<file path="config.mk">
export PLATFORM = sky130hd
export DESIGN_NAME = if_stage_pc_reg
export DESIGN_NICKNAME = d
export VERILOG_FILES = /design/src/rtl/if_stage_pc_reg.sv
export SDC_FILE = /design/constraint.sdc
export NUM_CORES = 1
export LEC_CHECK = 0
export CAP_MARGIN = 20
export CORE_MARGIN = 2
export CORE_UTILIZATION = 44
export DETAILED_ROUTE_END_ITERATION = 12
export HOLD_SLACK_MARGIN = 0.02
export PLACE_DENSITY = 0.77
export SETUP_SLACK_MARGIN = 0.15
export SLEW_MARGIN = 10
export SYNTH_ARGS = -nofsm -noshare
export SYNTH_HDL_FRONTEND = slang
export SYNTH_SLANG_ARGS = --single-unit
export TNS_END_PERCENT = 5
</file>
<file path="constraint.sdc">
create_clock -name clk -period 6.8 [get_ports clk]
set_input_delay 1.36 -clock clk [delete_from_list [all_inputs] [get_ports clk]]
set_output_delay 1.36 -clock clk [all_outputs]
set_load 0.02 [all_outputs]
</file>
<file path="src/rtl/if_stage_pc_reg.sv">
// Instruction-fetch PC register, IF/ID pipeline register and imem req/ready handshake with a one-entry skid buffer.
// Optional sticky misalignment trap is enabled by defining IF_ALIGN_TRAP_EN.
module if_stage_pc_reg #(
  parameter logic [31:0] RESET_PC  = 32'h0000_0000,
  parameter logic [31:0] PC_STEP   = 32'd4,
  parameter logic [31:0] NOP_INSTR = 32'h0000_0000
) (
  input  logic        clk,
  input  logic        rst,
  input  logic        stall,
  input  logic        flush,
  input  logic [31:0] pc_next,
  output logic [31:0] pc,
  output logic [31:0] pc_plus4,
  output logic        imem_req,
  input  logic        imem_ready,
  input  logic [31:0] imem_instr,
  output logic [31:0] if_id_instr,
  output logic [31:0] if_id_pc,
`ifdef IF_ALIGN_TRAP_EN
  output logic        if_id_valid,
  output logic        misalign
`else
  output logic        if_id_valid
`endif
);

  typedef enum logic [1:0] {
    IDLE  = 2'd0,
    FETCH = 2'd1,
    HOLD  = 2'd2
  } state_t;

  state_t      state_r;
  logic [31:0] pc_r;
  logic [31:0] skid_r;
  logic [31:0] if_id_instr_r;
  logic [31:0] if_id_pc_r;
  logic        if_id_valid_r;
  logic        imem_req_r;
  logic        accept_s;
  logic        pc_load_s;
  logic [31:0] pc_load_val_s;
  logic        mis_next_s;

  // A response only counts while a request is actually outstanding.
  assign accept_s = imem_req_r & imem_ready;

`ifdef IF_ALIGN_TRAP_EN
  logic misalign_r;

  // The PC takes the raw target; a misaligned load sets the sticky trap flag.
  always_comb begin
    pc_load_val_s = pc_next;
    if (pc_load_s) begin
      mis_next_s = misalign_r | (pc_next[1:0] != 2'b00);
    end else begin
      mis_next_s = misalign_r;
    end
  end

  // Sticky alignment error, cleared only by reset.
  always_ff @(posedge clk or posedge rst) begin
    if (rst) begin
      misalign_r <= 1'b0;
    end else begin
      misalign_r <= mis_next_s;
    end
  end

  assign misalign = misalign_r;
`else
  // Without the trap, low address bits are dropped so the PC stays word aligned.
  always_comb begin
    pc_load_val_s = pc_next & 32'hFFFF_FFFC;
    mis_next_s    = 1'b0;
  end
`endif

  // Cycles in which the PC advances to pc_next.
  always_comb begin
    pc_load_s = 1'b0;
    if (flush) begin
      pc_load_s = 1'b1;
    end else begin
      case (state_r)
        FETCH:   pc_load_s = accept_s & ~stall;
        HOLD:    pc_load_s = ~stall;
        default: pc_load_s = 1'b0;
      endcase
    end
  end

  // Fetch FSM: PC, skid buffer, IF/ID register and the registered request.
  always_ff @(posedge clk or posedge rst) begin
    if (rst) begin
      state_r       <= IDLE;
      pc_r          <= RESET_PC;
      skid_r        <= NOP_INSTR;
      if_id_instr_r <= NOP_INSTR;
      if_id_pc_r    <= 32'h0000_0000;
      if_id_valid_r <= 1'b0;
      imem_req_r    <= 1'b0;
    end else if (flush) begin
      state_r       <= FETCH;
      pc_r          <= pc_load_val_s;
      skid_r        <= NOP_INSTR;
      if_id_instr_r <= NOP_INSTR;
      if_id_valid_r <= 1'b0;
      imem_req_r    <= ~mis_next_s;
    end else begin
      case (state_r)
        IDLE: begin
          state_r    <= FETCH;
          imem_req_r <= ~mis_next_s;
        end
        FETCH: begin
          if (accept_s && !stall) begin
            if_id_instr_r <= imem_instr;
            if_id_pc_r    <= pc_r;
            if_id_valid_r <= ~mis_next_s;
            pc_r          <= pc_load_val_s;
            imem_req_r    <= ~mis_next_s;
          end else if (accept_s) begin
            // Response arrived under stall: park it until the stall clears.
            skid_r     <= imem_instr;
            state_r    <= HOLD;
            imem_req_r <= 1'b0;
          end else if (!stall) begin
            if_id_valid_r <= 1'b0;
          end else begin
            if_id_valid_r <= if_id_valid_r;
          end
        end
        HOLD: begin
          if (!stall) begin
            if_id_instr_r <= skid_r;
            if_id_pc_r    <= pc_r;
            if_id_valid_r <= ~mis_next_s;
            pc_r          <= pc_load_val_s;
            state_r       <= FETCH;
            imem_req_r    <= ~mis_next_s;
          end else begin
            imem_req_r <= 1'b0;
          end
        end
        default: begin
          state_r       <= IDLE;
          if_id_valid_r <= 1'b0;
          imem_req_r    <= 1'b0;
        end
      endcase
    end
  end

  assign pc          = pc_r;
  assign pc_plus4    = pc_r + PC_STEP;
  assign imem_req    = imem_req_r;
  assign if_id_instr = if_id_instr_r;
  assign if_id_pc    = if_id_pc_r;
  assign if_id_valid = if_id_valid_r;

endmodule
</file>
After elaboration in Yosys (flattened, before gate mapping)
Cells that the tools add are included.
{"block": "word_totals", "ff_bits": 132, "in_bits": 69}
{"block": "classes", "add_sub_neg": 1, "n_eq_ne": 13, "mux": 31, "bitwise_logic": 2, "n_reduce_logical": 12}
{"cell": "2-to-1 mux 32 bit", "count": 12}
{"cell": "one-hot mux 32 bit (2 select lines)", "count": 3}
{"cell": "adder 32 x 3 -> 32 bit, second input constant", "count": 1}
{"cell": "!= test 3 bit, second input constant", "count": 4}
{"cell": "!= test 4 bit, second input constant", "count": 3}
{"cell": "2-to-1 mux 1 bit", "count": 9}
{"cell": "AND reduction 3 bit", "count": 3}
{"cell": "2-to-1 mux 2 bit", "count": 4}
{"cell": "!= test 2 bit, second input constant", "count": 4}
{"cell": "AND reduction 4 bit", "count": 2}
{"cell": "one-hot mux 1 bit (3 select lines)", "count": 2}
{"cell": "one-hot mux 2 bit (3 select lines)", "count": 1}
{"cell": "nonzero test 2 bit", "count": 3}
{"cell": "nonzero test 3 bit", "count": 1}
{"cell": "== test 2 x 1 -> 1 bit, second input constant", "count": 1}
{"cell": "== test 2 bit, second input constant", "count": 1}
{"cell": "zero test 2 bit", "count": 1}
{"cell": "bitwise AND 1 bit", "count": 1}
{"cell": "logical AND 1 bit", "count": 1}
{"cell": "zero test 1 bit", "count": 1}
{"cell": "inverter 1 bit", "count": 1}

Logic depth before layout (Yosys ltp)
{"block": "depth", "depth_word": 5, "ltp_mapped": 8, "mapped_depth_nobuf": 6}

Worst setup path before layout
Ideal clock, no wire load.
{"block": "synth_timing", "kind": "reg2out", "startpoint": "register pc_r[2], in the netlist pc[2]", "endpoint": "output port pc_plus4[24]", "arrival_ns": 1.838, "slack_ns": 3.602, "stages_incl_launch_ff": 6, "n_path_buf": 0, "cell_sequence": "dfrtp_1 -> ha_1 -> nand3_1 -> nor4_4 -> nand4_1 -> xnor2_1"}
{"block": "synth_via", "elab_chain_cells": 1}
{"element": "from (decl)", "line": "35", "source": "logic [31:0] pc_r;"}
{"element": "from (signal assigned)", "line": "106", "source": "pc_r <= pc_load_val_s;"}
{"element": "from (signal assigned)", "line": "122", "source": "pc_r <= pc_load_val_s;"}
{"element": "from (signal assigned)", "line": "140", "source": "pc_r <= pc_load_val_s;"}
{"element": "adder 32 x 3 -> 32 bit", "line": "157", "source": "assign pc_plus4 = pc_r + PC_STEP;"}
{"element": "to (decl)", "line": "14", "source": "output logic [31:0] pc_plus4,"}
Every way passes these cells.

Final worst setup path
{"block": "layout_timing", "startpoint": "register pc_r[2], in the netlist pc[2]", "endpoint": "output port pc_plus4[30]"}
The elaborated chain is that of the path after synthesis.

==> impl_metrics.yaml <==
die:
  die_y_um: 120
  rows: 42
  initial_utilization: 0.449
  dieArea_mm2: 0.0145
  io_pins: 199
  die_w_um: 120
  core_area_mm2: 0.0132
grt:
  overflow: 0
  antenna_found_initial: 0
  track_usage: 0.211
  grt.busiest_layer: "met2"
  grtUsageMet3: 0.0604
  grt_pass1_vias: 4482
  grt_pass1_wl_mm: 23.6
  grt.met2_usage: 0.368
  grt_use_met1: 0.252
  grt_max_degree: 70
logic_synthesis:
  yosysSeqAreaShare: 0.539
  synth_warnings: 0
  synth_area_mm2: 0.00594
  synth_top_area_cell: "dfrtp_1"
  avgSynthCellArea_um2: 12.8
  synthFlopType: "dfrtp_1"
  ys_seq_elements: 128
  yosysMostFrequentCell: "dfrtp_1"
  yosysTopAreaCellShare: 0.539
  synth_cell_type_count: 36
  synth_edf_count: 0
  syn-instance-count: 465
  synth_common_cells: "128 x dfrtp_1, 85 x mux2_2, 38 x nor2_1"
  ys_top_cells_by_area: "dfrtp_1 54%, mux2_2 16%, mux2i_1 5.6%"
  ys_async_sr_fraction: 1.00
setup_path:
  cpMostUsedCell: "nand3_1"
  crit_path_start_kind: "flop"
  worstPathRequired_ps: 5440
  reg2reg_slack_ps: 3800
  timing.rr.start: "state_r[1]"
  cp-endpoint: "pc_plus4[30]"
  r2r_end: "pc[10]"
  crit_path_end_kind: "primary output"
  reg2reg_depth: 7
  worst_ep_arrival_time_ps: 2890
  crit_slowest_cell: "clkdlybuf4s50_1"
  critical-path-top-delay-family: "simple AND/OR/NAND/NOR gates"
  worstSetupPathType: "reg2out"
  cp.depth: 6
  crit_start: "pc[2]"
  crit_path_max_incr_delay_ps: 640
  crit_path_cell_trace: "ha_1 -> nand3_1 -> nor4_4 -> nand3_1 -> xnor2_1 -> clkdlybuf4s50_1"
  crit_fanout: 9
  cp_num_buf_inv: 1
cells_and_area:
  areaGrowthSynthToFinish_pct: 43.8
  final_area_mm2: 0.00855
  num-fill-cells: 1021
  fin_nets: 732
  drive_gt1_frac: 0.195
  n_antenna_cell: 0
placement:
  gp_congestion: 0.795
  place_area_mm2: 0.00798
  hpwl_mm: 10.2
  post-place-ws_ps: 2680
  numPortBuffers: 190
sta:
  worstMarginPinSlew_ps: 1040
  finalMaxSlewViolations: 0
  relSlewSlack: 0.303
  setup_slack_ps: 2550
  max_clock_freq_ghz: 0.235
  setup_viol: 0
  min_period_ps: 4250
  skew_ps: 3.72
  hold_violations: 0
  rsz0062_at_grt: "false"
  hold_slack_ps: 498
  tns_ps: 0
  min_period_over_period: 0.625
pwr:
  power_mw: 3.27
  p_leak_nw: 3.59
  irDropWorstVdd_mv: 0.163
  power.density_mw_per_mm2: 383
outcome:
  status: "complete, no violations"
worst_hold_path:
  hold_path.class: "reg2reg"
clock_network:
  cts_tree: "done"
  cts_buffers: 17
  cts-root-buf: "clkbuf_16"
  clockBufferDepth: 2
  clk-insertion-delay-late_ps: 420
  clk_pin_slew_ps: 50
  cts-htree-levels: 4
  ctsHoldBuffers: 0
  cts_setup_buffers: 0
  clock_sinks: 128
  cts_resized: 0
routing:
  drc: 0
  viasPerCell: 5.20
  dr_total_vias: 4386
  wirelength_mm: 14.8
  ant_nets: 0
  wl_per_cell_um: 17.5
  dr.pass1.iters: 4
  first_iter_violations: 198
flow_run:
  cap_violations: 0
==> power breakdown <==
group / switching, mW / leakage [nW] / internal, mW
Clock: 0.306 / 0.273 / 0.539
Sequential: 0.163 / 1.61 / 0.963
Combinational: 0.626 / 1.71 / 0.674
Total: 1.09 / 3.59 / 2.18
==> per-stage QoR <==
stage | cells | util
detailed placement | 813 | 0.603
finish | 844 | 0.645
global placement | 813 | 0.603
floorplan | 470 | -
CTS | 843 | 0.644
global route | 844 | 0.645
==> how the worst min path moves through the flow <==
stage	start	end	cells after the start
3_5_place_dp	if_id_instr[11]	if_id_instr[11]	1
6_report	if_id_instr[11]	if_id_instr[11]	1
3_3_place_gp	if_id_instr[20]	if_id_instr[20]	1
5_1_grt	skid_r[8]	skid_r[8]	1
2_1_floorplan	skid_r[10]	skid_r[10]	1
4_1_cts	if_id_instr[11]	if_id_instr[11]	1
==> cell usage in the layout, fill, tap and decap left out, types with 2 or more instances in the layout <==
cell / n
or2_2: 2
mux2_2: 85
nand3_1: 12
nand2_1: 16
buf_4: 6
nor3_1: 2
clkdlybuf4s50_1: 190
nor2_1: 38
clkinv_2: 6
a21oi_1: 4
a22o_1: 32
clkbuf_1: 4
xor2_1: 4
bufinv_16: 2
o21ai_0: 2
nor3_2: 2
nor4_4: 2
mux2i_1: 33
nand4_1: 9
mux2_1: 7
dfrtp_1: 128
clkbuf_16: 17
xnor2_1: 24
conb_1: 6
nand2b_1: 2
and3_1: 3
ha_1: 5
inv_1: 9
==> routing by layer <==
metal,vias to the layer above,wire [um],share of wire
met5,-,0,0
met4,0,204,0.014
met3,18,1010,0.068
met2,168,7430,0.50
met1,2181,6120,0.41
li1,2019,-,-
==> final cells by class <==
cell class	instances	area (um2)	area share
Clock inverter	8	90.1	0.0105
Timing Repair Buffer	197	1970	0.230
Inverter	10	40.0	0.00468
Tap cell	176	220	0.0258
Sequential cell	128	3200	0.375
Multi-Input combinational cell	303	2570	0.301
Clock buffer	22	454	0.0531
==> cells by family after synthesis <==
logic type,share of synthesized area
flops,0.539
buf+inv,0.0347
compound gates,0.0606
fa+ha+maj,0.0126
mux,0.230
other cells,0.000631
simple gates,0.0815
xor+xnor,0.0413
==> registers in the layout, indices dropped and copies added (netlist names) <==
register,flops
if_id_pc,30
imem_req,1
if_id_valid,1
if_id_instr,32
state_r,2
skid_r,32
pc,30
Power figures use the tool's default switching activity.
